$ cat config.mk
export PLATFORM = sky130hd
export DESIGN_NAME = eth_tx_framer_flat
export DESIGN_NICKNAME = d
export VERILOG_FILES = /design/src/rtl/eth_tx_framer_if.sv /design/src/rtl/eth_tx_framer.sv /design/src/flat_wrapper.sv
export SDC_FILE = /design/constraint.sdc
export NUM_CORES = 1
export LEC_CHECK = 0
export ABC_AREA = 1
export BUFFER_PORTS_ARGS = -buffer_cell sky130_fd_sc_hd__buf_2
export CAP_MARGIN = 15
export CELL_PAD_IN_SITES_DETAIL_PLACEMENT = 2
export CELL_PAD_IN_SITES_GLOBAL_PLACEMENT = 2
export CORE_UTILIZATION = 32
export CTS_BUF_LIST = sky130_fd_sc_hd__clkbuf_8
export DETAILED_ROUTE_END_ITERATION = 12
export HOLD_SLACK_MARGIN = 0.12
export PLACE_DENSITY = 0.77
export RECOVER_POWER = 25
export SLEW_MARGIN = 5
export SYNTH_ARGS = -nofsm -noshare
export SYNTH_HDL_FRONTEND = slang
export SYNTH_SLANG_ARGS = --single-unit
$ cat constraint.sdc
create_clock -name CLK_TX -period 1.8 [get_ports CLK_TX]
set_clock_uncertainty 0.1 [all_clocks]
set_input_delay 0.18 -clock CLK_TX [delete_from_list [all_inputs] [get_ports CLK_TX]]
set_output_delay 0.18 -clock CLK_TX [all_outputs]
set_load 0.02 [all_outputs]
$ cat src/rtl/eth_tx_framer_if.sv
// Byte-stream handshake between the upstream frame source and the TX framer,
// plus the GMII-style transmit outputs and the busy flag.
interface eth_tx_framer_if;
    logic       DATA_VALID_IN;
    logic [7:0] DATA_IN;
    logic       DATA_ACK;
    logic [7:0] TXD;
    logic       TX_EN;
    logic       TX_BUSY;

    modport master (
        output DATA_VALID_IN,
        output DATA_IN,
        input  DATA_ACK,
        input  TXD,
        input  TX_EN,
        input  TX_BUSY
    );

    modport slave (
        input  DATA_VALID_IN,
        input  DATA_IN,
        output DATA_ACK,
        output TXD,
        output TX_EN,
        output TX_BUSY
    );
endinterface

$ cat src/rtl/eth_tx_framer.sv
// Ethernet TX framer: preamble/SFD, payload pass-through, CRC-32 FCS and IFG.
// Zero-padding to MIN_PAYLOAD is compiled in when ETH_TX_PAD_EN is defined.
module eth_tx_framer #(
    parameter int PREAMBLE_LEN = 7,
`ifdef ETH_TX_PAD_EN
    parameter int MIN_PAYLOAD  = 60,
`endif
    parameter int IFG_LEN      = 12
) (
    input  logic            CLK_TX,
    input  logic            ARESET,
    eth_tx_framer_if.slave  bus
);

    typedef enum logic [2:0] {
        S_IDLE, S_PREAMBLE, S_SFD, S_PAYLOAD, S_PAD, S_FCS, S_IFG
    } state_t;

    localparam logic [15:0] PRE_LAST = 16'(PREAMBLE_LEN);
    localparam logic [15:0] IFG_LAST = 16'(IFG_LEN);

    state_t      state_reg, state_next;
    logic [7:0]  txd_reg, txd_next;
    logic        tx_en_reg, tx_en_next;
    logic        ack_reg, ack_next;
    logic        busy_reg, busy_next;
    logic [31:0] crc_reg, crc_next;
    logic [15:0] phase_reg, phase_next;

    function automatic logic [31:0] crc_byte(input logic [31:0] c, input logic [7:0] d);
        logic [31:0] r;
        r = c ^ {24'h000000, d};
        for (int i = 0; i < 8; i++) begin
            r = r[0] ? ((r >> 1) ^ 32'hEDB88320) : (r >> 1);
        end
        return r;
    endfunction

    logic [31:0] crc_data;
    logic [7:0]  fcs_byte;
    logic [31:0] crc_shift;

    assign crc_data  = crc_byte(crc_reg, bus.DATA_IN);
    // During FCS the CRC register doubles as a shift register, low byte out first.
    assign fcs_byte  = ~crc_reg[7:0];
    assign crc_shift = {8'h00, crc_reg[31:8]};

`ifdef ETH_TX_PAD_EN
    localparam logic [10:0] MIN_CNT = 11'(MIN_PAYLOAD);
    logic [10:0] count_reg, count_next;
    logic [10:0] count_inc;
    logic [31:0] crc_zero;

    assign count_inc = (count_reg == 11'h7FF) ? count_reg : count_reg + 11'd1;
    assign crc_zero  = crc_byte(crc_reg, 8'h00);
`endif

    always_ff @(posedge CLK_TX or posedge ARESET) begin
        if (ARESET) begin
            state_reg <= S_IDLE;
            txd_reg   <= 8'h00;
            tx_en_reg <= 1'b0;
            ack_reg   <= 1'b0;
            busy_reg  <= 1'b0;
            crc_reg   <= 32'hFFFFFFFF;
            phase_reg <= 16'd0;
`ifdef ETH_TX_PAD_EN
            count_reg <= 11'd0;
`endif
        end else begin
            state_reg <= state_next;
            txd_reg   <= txd_next;
            tx_en_reg <= tx_en_next;
            ack_reg   <= ack_next;
            busy_reg  <= busy_next;
            crc_reg   <= crc_next;
            phase_reg <= phase_next;
`ifdef ETH_TX_PAD_EN
            count_reg <= count_next;
`endif
        end
    end

    always_comb begin
        state_next = state_reg;
        txd_next   = txd_reg;
        tx_en_next = tx_en_reg;
        ack_next   = 1'b0;
        busy_next  = busy_reg;
        crc_next   = crc_reg;
        phase_next = phase_reg;
`ifdef ETH_TX_PAD_EN
        count_next = count_reg;
`endif
        case (state_reg)
            S_IDLE: begin
                if (bus.DATA_VALID_IN) begin
                    state_next = S_PREAMBLE;
                    txd_next   = 8'h55;
                    tx_en_next = 1'b1;
                    busy_next  = 1'b1;
                    crc_next   = 32'hFFFFFFFF;
                    phase_next = 16'd1;
                    ack_next   = (PRE_LAST == 16'd1);
`ifdef ETH_TX_PAD_EN
                    count_next = 11'd0;
`endif
                end
            end
            S_PREAMBLE: begin
                // phase_reg counts 0x55 bytes already on TXD; ack rides on the last one.
                if (phase_reg < PRE_LAST) begin
                    txd_next   = 8'h55;
                    phase_next = phase_reg + 16'd1;
                    ack_next   = ((phase_reg + 16'd1) == PRE_LAST);
                end else begin
                    txd_next   = 8'hD5;
                    state_next = S_SFD;
                end
            end
            // The byte presented while SFD is on the wire is already payload.
            S_SFD, S_PAYLOAD: begin
                if (bus.DATA_VALID_IN) begin
                    state_next = S_PAYLOAD;
                    txd_next   = bus.DATA_IN;
                    crc_next   = crc_data;
`ifdef ETH_TX_PAD_EN
                    count_next = count_inc;
`endif
                end else begin
`ifdef ETH_TX_PAD_EN
                    if (count_reg < MIN_CNT) begin
                        state_next = S_PAD;
                        txd_next   = 8'h00;
                        crc_next   = crc_zero;
                        count_next = count_inc;
                    end else
`endif
                    begin
                        state_next = S_FCS;
                        txd_next   = fcs_byte;
                        crc_next   = crc_shift;
                        phase_next = 16'd0;
                    end
                end
            end
`ifdef ETH_TX_PAD_EN
            S_PAD: begin
                if (count_reg < MIN_CNT) begin
                    txd_next   = 8'h00;
                    crc_next   = crc_zero;
                    count_next = count_inc;
                end else begin
                    state_next = S_FCS;
                    txd_next   = fcs_byte;
                    crc_next   = crc_shift;
                    phase_next = 16'd0;
                end
            end
`endif
            S_FCS: begin
                if (phase_reg < 16'd3) begin
                    txd_next   = fcs_byte;
                    crc_next   = crc_shift;
                    phase_next = phase_reg + 16'd1;
                end else begin
                    state_next = S_IFG;
                    txd_next   = 8'h00;
                    tx_en_next = 1'b0;
                    phase_next = 16'd1;
                end
            end
            S_IFG: begin
                if (phase_reg < IFG_LAST) begin
                    phase_next = phase_reg + 16'd1;
                end else begin
                    state_next = S_IDLE;
                    busy_next  = 1'b0;
                end
            end
            default: begin
                state_next = S_IDLE;
                txd_next   = 8'h00;
                tx_en_next = 1'b0;
                busy_next  = 1'b0;
            end
        endcase
    end

    assign bus.TXD      = txd_reg;
    assign bus.TX_EN    = tx_en_reg;
    assign bus.DATA_ACK = ack_reg;
    assign bus.TX_BUSY  = busy_reg;

endmodule

$ cat src/flat_wrapper.sv
// flat-port wrapper written by rule: the top's interface ports become plain ports
module eth_tx_framer_flat 
#(
    parameter int PREAMBLE_LEN = 7,

    parameter int IFG_LEN      = 12
)
  (CLK_TX, ARESET, bus_DATA_VALID_IN, bus_DATA_IN, bus_DATA_ACK, bus_TXD, bus_TX_EN, bus_TX_BUSY);
  eth_tx_framer_if bus_i ();
  input  logic CLK_TX;
  input  logic ARESET;
  input wire logic [$bits(bus_i.DATA_VALID_IN)-1:0] bus_DATA_VALID_IN;
  input wire logic [$bits(bus_i.DATA_IN)-1:0] bus_DATA_IN;
  output wire logic [$bits(bus_i.DATA_ACK)-1:0] bus_DATA_ACK;
  output wire logic [$bits(bus_i.TXD)-1:0] bus_TXD;
  output wire logic [$bits(bus_i.TX_EN)-1:0] bus_TX_EN;
  output wire logic [$bits(bus_i.TX_BUSY)-1:0] bus_TX_BUSY;
  assign bus_i.DATA_VALID_IN = bus_DATA_VALID_IN;
  assign bus_i.DATA_IN = bus_DATA_IN;
  assign bus_DATA_ACK = bus_i.DATA_ACK;
  assign bus_TXD = bus_i.TXD;
  assign bus_TX_EN = bus_i.TX_EN;
  assign bus_TX_BUSY = bus_i.TX_BUSY;
  eth_tx_framer #(.PREAMBLE_LEN(PREAMBLE_LEN), .IFG_LEN(IFG_LEN)) u_core (.CLK_TX(CLK_TX), .ARESET(ARESET), .bus(bus_i));
endmodule
# --- After elaboration in Yosys (flattened, before gate mapping) ---
# Cells that the tools add are included.
word_totals:
  reg_bits: 62
  out_inout_bits: 11
  elab_cells: 86
op_classes:
  add_sub_neg: 1
  n_bitwise: 13
  n_lt_le_gt_ge: 3
  n_eq_ne: 14
  muxes: 36
  reduce_logical: 12
ops:
  columns: ["operator", "count"]
  rows:
  - ["2-to-1 mux 32 bit", 11]
  - ["inverter 13 -> 14 bit", 8]
  - ["case mux 32 bit (3 select lines)", 1]
  - ["2-to-1 mux 16 bit", 5]
  - ["case mux 16 bit (5 select lines)", 1]
  - ["case mux 8 bit (5 select lines)", 1]
  - ["2-to-1 mux 8 bit", 4]
  - ["XOR 32 x 8 -> 32 bit", 1]
  - ["adder 16 x 1 -> 16 bit, second input constant", 1]
  - ["== test 16 x 3 -> 1 bit, second input constant", 1]
  - ["less-than comparator 16 x 2 -> 1 bit, second input constant", 1]
  - ["less-than comparator 16 x 3 -> 1 bit, second input constant", 1]
  - ["less-than comparator 16 x 4 -> 1 bit, second input constant", 1]
  - ["2-to-1 mux 3 bit", 5]
  - ["case mux 3 bit (5 select lines)", 1]
  - ["!= test 2 bit, second input constant", 5]
  - ["AND reduction 3 bit", 3]
  - ["inverter 8 bit", 1]
  - ["OR reduction 4 bit", 2]
  - ["== test 3 x 2 -> 1 bit, second input constant", 2]
  - ["== test 3 bit, second input constant", 2]
  - ["!= test 2 x 1 -> 1 bit, second input constant", 3]
  - ["case mux 1 bit (3 select lines)", 2]
  - ["2-to-1 mux 1 bit", 5]
  - ["other kinds (9)", 11]

# --- Depth between registers and ports, before layout ---
# Gate-level depths: netlist (run 1).
logic_depth:
  ltp_word: 19
  mapped_depth: 14
  depth_no_buf: 13

# --- Worst setup path before layout (run 1) ---
# OpenSTA, ideal clock, no wires.
synth_path:
  path_type: "flip-flop to flip-flop"
  startpoint: "register u_core.phase_reg[0]"
  endpoint: "register u_core.crc_reg[4]"
  t_arrival_ns: 1.565
  stages_incl_launch_ff: 13
  setup_slack_ns: 0.059
  setup_ns: 0.076
  cell_sequence: "dfrtp_1 -> ha_1 -> nor2_1 -> nand2_1 -> nor2_4 -> nand3_4 -> nand2_2 -> nand2_4 -> nor2_4 -> buf_6 -> o21ai_2 -> nor2_1 -> nor2_1"
synth_via:
  elab_chain_cells: 3
synth_rtl:
  columns: ["item", "line", "source"]
  rows:
  - ["start, declared", "eth_tx_framer.sv:28", "logic [15:0] phase_reg, phase_next;"]
  - ["start signal, assigned", "eth_tx_framer.sv:77", "phase_reg <= phase_next;"]
  - ["less-than comparator 16 x 2 -> 1 bit", "eth_tx_framer.sv:162", "if (phase_reg < 16'd3) begin"]
  - ["!= test 2 x 1 -> 1 bit (no line)", null, null]
  - ["AND reduction 3 bit (no line)", null, null]
  - ["end signal, assigned", "eth_tx_framer.sv:76", "crc_reg <= crc_next;"]
  - ["end, declared", "eth_tx_framer.sv:27", "logic [31:0] crc_reg, crc_next;"]
# No other way between the ends.
# A chain may end at the register's enable or synchronous reset.

# --- Worst setup path after layout (run 1) ---
layout_path:
  startpoint: "register u_core.crc_reg[0]"
  endpoint: "register u_core.crc_reg[19]"
layout_via:
  elab_chain_cells: 16
layout_rtl:
  columns: ["item", "line", "source"]
  rows:
  - ["XOR 32 x 8 -> 32 bit *", "eth_tx_framer.sv:32", "r = c ^ {24'h000000, d};"]
  - ["2-to-1 mux 32 bit * (2 in a row)", "eth_tx_framer.sv:34", "r = r[0] ? ((r >> 1) ^ 32'hEDB88320) : (r >> 1);"]
  - ["inverter 13 -> 14 bit (no line)", null, null]
  - ["2-to-1 mux 32 bit *", "eth_tx_framer.sv:34", null]
  - ["inverter 13 -> 14 bit (no line)", null, null]
  - ["2-to-1 mux 32 bit * (2 in a row)", "eth_tx_framer.sv:34", null]
  - ["inverter 13 -> 14 bit (no line)", null, null]
  - ["2-to-1 mux 32 bit *", "eth_tx_framer.sv:34", null]
  - ["inverter 13 -> 14 bit (no line)", null, null]
  - ["2-to-1 mux 32 bit *", "eth_tx_framer.sv:34", null]
  - ["inverter 13 -> 14 bit (no line)", null, null]
  - ["2-to-1 mux 32 bit *", "eth_tx_framer.sv:34", null]
  - ["2-to-1 mux 32 bit *", "eth_tx_framer.sv:123", "if (bus.DATA_VALID_IN) begin"]
  - ["case mux 32 bit (3 select lines) *", "eth_tx_framer.sv:95", "case (state_reg)"]
# Every way passes the cells marked *; elsewhere a longest branch is shown, timed or not.

==> summary.txt, run 1 <==
Run status
  • Status: finished, violations left
  • Violated checks: negative setup slack

Worst setup path
  • CP Data Arrival Time: 2.26 ns
  • Worst-path fanout max: 5
  • Startpoint types: flop
  • Crit Path Class: flop to flop
  • CP Capture Type: flop
  • Data required, critical path: 2.02 ns

Clocking
  • Clock sink count: 62
  • CTS tree: yes
  • CTS H-tree depth: 3
  • Root buf cell: clkbuf_8
  • Clock latency on the worst-skew pair: 0.41 ns
  • Worst-path clk slew: 0.12 ns
  • CTS buffer count: 9
  • Bufs on Longest Clock Path: 2

Synthesis
  • Ys flop type: dfstp_2
  • Leading area contributor after synthesis: nand2_1
  • Top cells by count, synth: 232 x nand2_1, 70 x nor2_1, 69 x inv_1, 45 x nand3_1, 32 x dfstp_2
  • Yosys cell types: 39
  • EDFF count, synth: 0
  • Mapped Area: approximately 4300 sq um
  • Cells after Synth: 631
  • Register bit count reported by yosys: 62
  • Syn_nets: 645
  • Post-synth ARST share: 100%
  • Yosys warns: 0
  • Share of the synthesized area in the top cell type: between 20% and 30%
  • Seq/Total Area, Yosys: 37.3%
  • Count leader, synth: nand2_1
  • Syn Area/Cell: 6.75 sq um
  • Top post-synthesis cells by area: nand2_1 20%, dfstp_2 20%, dfrtp_1 18%

Run
  • Max-Cap Viols: 0

Pwr
  • Seq pwr share: 20.3%
  • Power share of the clock group: 11.2%
  • Psw: 6.64 mW
  • Gate power share: 68.5%
  • Switching part of the total: 53.5%
  • Power density over the cells: roughly 2000 nW/um^2
  • Lkg Pwr: around 3.1 nW
  • Internal Power: 5.77 mW
  • Peak supply drop: 0.000695 V

Routing
  • DR iter-0 viols: 344
  • Vias: 5270
  • # DRC: 0
  • Post-Route WL: 25500 um
  • Post-route ant nets: 0
  • WL/cell: 27.5 um
  • Vias per inst: 5.69
  • Initial DRT Pass Iterations: 5

Finish
  • Max reg flops: 32
  • # nets final: 764
  • Area Growth Syn to Fin: 45.9%
  • Layout cell share with drive strength beyond 1: between 40% and 50%
  • Final Util: 48.5%
  • Final cell count without fillers: 926
  • Number of antenna diodes: 0

Die
  • I/O Pins: 22
  • Die span in y: 117 um
  • Starting density of the core: 33.2%
  • Core box area: 12800 sq um
  • Num rows: 41
  • Die Wd: 117 um
  • Die area: 13800 sq um

STA
  • Setup violators final: 51
  • RSZ-0062 raised after global routing: true
  • Fmax: 490 MHz
  • Slew margin rel.: 38.9%
  • Fin crit share: 113%
  • Final Hold Vio Count: 0
  • Min Tclk post-route: 2.04 ns
  • Final worst-path setup slack: -0.240 ns
  • Worst-Margin Slew: 0.916 ns
  • Pins over their slew limit: 0

Place
  • Hpwl dp: approximately 13000 um
  • GPL Wtd Cong: about 0.85
  • Dpl cells: 883
  • Port-buffer cells: 21

Global route
  • Global-route wire length before repair: just over 30000 um
  • Largest net degree at the start of global routing: 35
  • GRT Residual Overflow: 0
  • GRT Resource Usage Total: between 20% and 30%
  • Number of global-route vias before repair: approximately 5.6k
  • Initial antenna violation count: 0

Min path
  • HP Class: primary input to flop
==> final timing paths <==
kind / start / endpoint / slack, ns / cells after the start
worst max-delay path: u_core.crc_reg[0]$_DFFE_PP1P_ / u_core.crc_reg[19]$_DFFE_PP1P_ / -0.24 / 11
worst min-delay path: bus_DATA_IN[7] / u_core.bus.TXD[7]$_DFFE_PP0P_ / 0.15 / 3
worst max register to register: u_core.crc_reg[0]$_DFFE_PP1P_ / u_core.crc_reg[19]$_DFFE_PP1P_ / -0.24 / 11
worst min register to register: u_core.phase_reg[14]$_DFFE_PP0P_ / u_core.phase_reg[14]$_DFFE_PP0P_ / 0.37 / 2
max in group asynchronous: ARESET / u_core.state_reg[1]$_DFFE_PP0P_ / 0.39 / 4
min in group asynchronous: ARESET / u_core.phase_reg[2]$_DFFE_PP0P_ / 0.45 / 4
==> final cells by class <==
| class | count | area (sq um) |
|---|---|---|
| fillers | 1437 | 6610 |
| well taps | 172 | 215 |
| clock buffers | 10 | 138 |
| multi-input cells | 480 | 2910 |
| inverters | 78 | 305 |
| repair buffers | 119 | 1000 |
| flip-flops and latches | 62 | 1590 |
| clock inverters | 5 | 51.3 |
==> cell usage in the layout (no fill, tap or decap), types with 5 or more instances in the layout <==
master / n
nand3_1: 35
clkbuf_8: 10
dfstp_2: 32
nand3_2: 11
a21oi_1: 13
xor2_1: 11
inv_2: 16
buf_2: 20
o21ai_0: 19
a21oi_2: 5
nand2_1: 165
dfrtp_1: 30
nor2_2: 13
xnor2_1: 6
nor2_1: 54
buf_4: 66
nor2_4: 10
a31oi_1: 5
inv_1: 60
buf_6: 17
nand2_2: 61
o21ai_1: 10
dlygate4sd3_1: 7
nand2_4: 18
==> metal layers <==
layer / track usage (%) / vias up / share of wire, %
li1: - / 2221 / -
met1: 32.5 / 2689 / 36
met2: 54.5 / 239 / 51
met3: 4.77 / 121 / 6.0
met4: 15.8 / 0 / 6.6
met5: 0 / - / 0
==> power by group through the flow <==
stage	registers (mW)	clock network [mW]	logic [mW]
finish	2.52	1.39	8.50
global route	2.52	1.45	8.81
CTS	2.36	1.29	6.23
detailed placement	2.38	0	5.63
global placement	2.34	0	5.32
floorplan	2.41	0	3.32
==> stage by stage <==
stage	area [sq um]	hold slack (ns)	setup TNS, ns	total power [mW]	setup WS, ns
after floorplan	4260	0.291	0	5.73	0.0316
after global placement	5040	0.187	-0.641	7.66	-0.119
after detailed placement	5040	0.197	-2.40	8.01	-0.165
after CTS	5580	0.156	-0.164	9.89	-0.0488
after global routing	6220	0.180	-10.29	12.8	-0.293
final	6220	0.152	-6.53	12.4	-0.240
==> worst max-delay path: stages (launching register included) <==
cell     delay (ns)
dfstp_2        0.59
nand2_1        0.12
nand2_4        0.17
buf_6          0.17
xor2_4         0.21
inv_1          0.11
nand2_2        0.09
nand2_1        0.08
nand2_1        0.09
nand3_2        0.09
nand2_1        0.08
inv_1          0.06
==> what timing repair did <==
item / CTS / global route
buffers inserted: 7 / 11
gates resized for setup: 68 / 131
endpoints found under the hold margin: 50 / 0
gates cloned: 0 / 3
hold buffers: 7 / 0
setup endpoints to repair: 44 / 59
pin swaps: 15 / 48
==> cells by family after synthesis <==
family / share of synthesized area (%)
DFF: 37.3
AOI/OAI and AO/OA: 9.66
and+or+nand+nor: 38.3
xor gates and xnor gates: 4.90
adders and majority gates: 0.881
buffers and inverters: 8.95
Note: power is estimated with default switching activity, not from simulation.
==> run 2: changes to the inputs <==
- CORE_UTILIZATION: 32 -> 35
- PLACE_DENSITY: 0.77 -> 0.8
- clock period: 1.8 -> 2 ns (I/O delays scaled with it)
==> run 2 against run 1 <==
Net effect:
- the flow finishes with violations (design-rule violations)
- non-clock buffer count shrank 52
- final area fell by 17%
- global-route usage is 1.5 points lower
- sequential share of layout area up 5.4 points
- maximum frequency grew 3.8%
- critical path depth is 1 lower
- largest cell class unchanged
==> summary.txt, run 2 (synthesis gave the netlist of run 1 again) <==
Global route
  • Met3 usage: 4.70% (was 4.77%)
  • GRT Resource Usage Total: 28.2% (was 29.7%)
  • Number of global-route vias before repair: 4994 (was 5577)
  • Global-route track usage on met2: 50.1% (was 54.5%)
  • Met1 Use GR: 33.9% (was 32.5%)
  • Largest net degree at the start of global routing: 39 (was 35)
  • Initial antenna violation count: 0 (unchanged)
  • GRT Residual Overflow: 0 (unchanged)
  • Global-route wire length before repair: 26700 um (was 31000 um)
  • Most Crowded Layer GR: met2 (unchanged)

STA
  • Min Tclk post-route: 1.96 ns (was 2.04 ns)
  • Fmax: 509 MHz (was 490 MHz)
  • Final Hold Vio Count: 0 (unchanged)
  • Setup violators final: 0 (was 51)
  • Pins over their slew limit: 0 (unchanged)
  • Fin crit share: 98.2% (was 113%)
  • Worst-Margin Slew: 1.06 ns (was 0.916 ns)
  • Min Hold Slack: 0.133 ns (was 0.152 ns)
  • Slew margin rel.: 29.6% (was 38.9%)

Clocking
  • Bufs on Longest Clock Path: 2 (unchanged)
  • Clock sink count: 62 (unchanged)
  • CTS tree: yes (unchanged)
  • Root buf cell: clkbuf_8 (unchanged)
  • Worst-path clk slew: 0.08 ns (was 0.12 ns)
  • CTS H-tree depth: 3 (unchanged)
  • Clock latency on the worst-skew pair: 0.38 ns (was 0.41 ns)
  • CTS buffer count: 9 (unchanged)

Worst setup path
  • CP Data Arrival Time: 2.14 ns (was 2.26 ns)
  • Worst-path fanout max: 4 (was 5)
  • Top cell by count, worst path: nor2_4 (was nand2_1)
  • Buf/Inv on CP: 2 (was 3)
  • CP Capture Type: flop (unchanged)
  • Data required, critical path: 2.18 ns (was 2.02 ns)
  • Crit Path Class: flop to flop (unchanged)
  • Startpoint types: flop (unchanged)
  • CP delay by family, top: simple AND/OR/NAND/NOR gates (unchanged)
  • Crit path max-delay cell type: dfrtp_1 (was dfstp_2)
  • Crit path cell chain: nor2_1, nand2_1, nor2_4, nand3_4, nand2_2, nand2_4, nor2_4, buf_6, buf_4, a31oi_1 (was nand2_1, nand2_4, buf_6, xor2_4, inv_1, nand2_2, nand2_1, nand2_1, nand3_2, nand2_1, inv_1)
  • Slowest cell delay on critical path: 0.42 ns (was 0.59 ns)

Routing
  • WL/cell: 20.8 um (was 27.5 um)
  • Initial DRT Pass Iterations: 11 (was 5)
  • Vias: 4564 (was 5270)
  • Post-route ant nets: 0 (unchanged)
  • Vias per inst: 5.39 (was 5.69)
  • DR iter-0 viols: 196 (was 344)
  • Post-Route WL: 17600 um (was 25500 um)
  • # DRC: 2 (was 0)

Place
  • Cell Area, Placed: 4760 sq um (was 5040 sq um)
  • Dpl cells: 822 (was 883)
  • GPL Wtd Cong: 0.863 (was 0.850)
  • Port-buffer cells: 21 (unchanged)
  • Hpwl dp: 12700 um (was 13000 um)

Run status
  • Status: finished, violations left (unchanged)
  • Violated checks: design-rule violations (was negative setup slack)

Die
  • Num rows: 39 (was 41)
  • Core box area: 11700 sq um (was 12800 sq um)
  • I/O Pins: 22 (unchanged)
  • Die area: 12600 sq um (was 13800 sq um)
  • Die Wd: 112 um (was 117 um)
  • Starting density of the core: 36.5% (was 33.2%)
  • Die span in y: 112 um (was 117 um)

Run
  • Max-Cap Viols: 0 (unchanged)

Finish
  • Commonest non-fill, non-tap cell in the layout: nand2_1 (unchanged)
  • # nets final: 712 (was 764)
  • Number of antenna diodes: 0 (unchanged)
  • Fillers: 1391 (was 1437)
  • Final cell count without fillers: 846 (was 926)
  • FF/Latch Area: 1590 sq um (unchanged)
  • Post-route cell area: 5130 sq um (was 6220 sq um)
  • Most frequent cells in the layout: 218 x nand2_1, 68 x inv_1, 68 x nor2_1, 45 x nand3_1, 36 x buf_4 (was 165 x nand2_1, 66 x buf_4, 61 x nand2_2, 60 x inv_1, 54 x nor2_1)
  • Area of the multi-input gates: 2360 sq um (was 2910 sq um)
  • Area Growth Syn to Fin: 20.5% (was 45.9%)
  • Layout cell share with drive strength beyond 1: 23.3% (was 43.0%)
  • Max reg flops: 32 (unchanged)

Pwr
  • Lkg Pwr: 2.75 nW (was 3.14 nW)
  • Total chip power: 8.49 mW (was 12.4 mW)
  • Peak supply drop: 0.000629 V (was 0.000695 V)
  • Power density over the cells: 1650 nW/um^2 (was 2000 nW/um^2)

Min path
  • HP Class: primary input to flop (unchanged)
run 2: cell count changes in the layout (fill, tap and decap cells not counted), sizes merged:
cell,delta
clkinvlp,-1
clkbuf,+6
buf,-52
inv,-1
dlygate4sd3,-3
run 2: metal layers:
metal / wire length, um / vias to the layer above / share of wire, %
li1: - / 2112 / -
met1: 7650 / 2314 / 43
met2: 8790 / 95 / 50
met3: 666 / 43 / 3.8
met4: 534 / 0 / 3.0
met5: 0 / - / 0
run 2: layout make-up:
class	count	area share [%]
sequential	62	31.0
clock buffer	13	3.49
tap	143	3.49
timing repair buffer	67	9.41
multi-input combinational	480	46.0
inverter	78	5.80
clock inverter	3	0.780
run 2: power by group:
group | switching [mW] | total, mW | internal, mW
Combinational | 3.37 | 5.04 | 1.67
Sequential | 0.355 | 2.17 | 1.81
Clock | 0.571 | 1.28 | 0.708
Total | 4.30 | 8.49 | 4.19
run 2: timing repair:
| item | in CTS | in global routing |
|---|---|---|
| hold buffers | 4 | 0 |
| setup buffers | 0 | 4 |
| endpoints found under the setup margin | 8 | 31 |
| hold endpoints to repair | 19 | 0 |
| resized for setup | 6 | 28 |
| pin swaps | 0 | 3 |
run 2: metrics by stage:
stage	util (%)	setup TNS [ns]	worst slack, ns
final	44.0	0	0.0352
after global routing	44.0	-0.264	-0.0518
after global placement	40.8	-0.0847	-0.0847
after detailed placement	40.8	-0.233	-0.172
after floorplan	-	0	0.212
after CTS	43.1	0	0.00702
run 2: final timing paths:
check | start | endpoint | slack [ns] | cells past startpoint
setup / recovery | u_core.phase_reg[4]$_DFFE_PP0P_ | u_core.crc_reg[12]$_DFFE_PP1P_ | 0.04 | 10
hold / removal | bus_DATA_IN[0] | u_core.bus.TXD[0]$_DFFE_PP0P_ | 0.13 | 5
setup reg to reg | u_core.phase_reg[4]$_DFFE_PP0P_ | u_core.crc_reg[12]$_DFFE_PP1P_ | 0.04 | 10
hold reg to reg | u_core.phase_reg[14]$_DFFE_PP0P_ | u_core.phase_reg[14]$_DFFE_PP0P_ | 0.37 | 2
max in group asynchronous | ARESET | u_core.crc_reg[25]$_DFFE_PP1P_ | 0.42 | 4
min in group asynchronous | ARESET | u_core.phase_reg[4]$_DFFE_PP0P_ | 0.53 | 3
run 2: worst reg2reg max path, cell delays in order, from the launching register on:
cell	delay, ns
dfrtp_1	0.42
nor2_1	0.17
nand2_1	0.16
nor2_4	0.17
nand3_4	0.11
nand2_2	0.11
nand2_4	0.08
nor2_4	0.19
buf_6	0.15
buf_4	0.11
a31oi_1	0.10
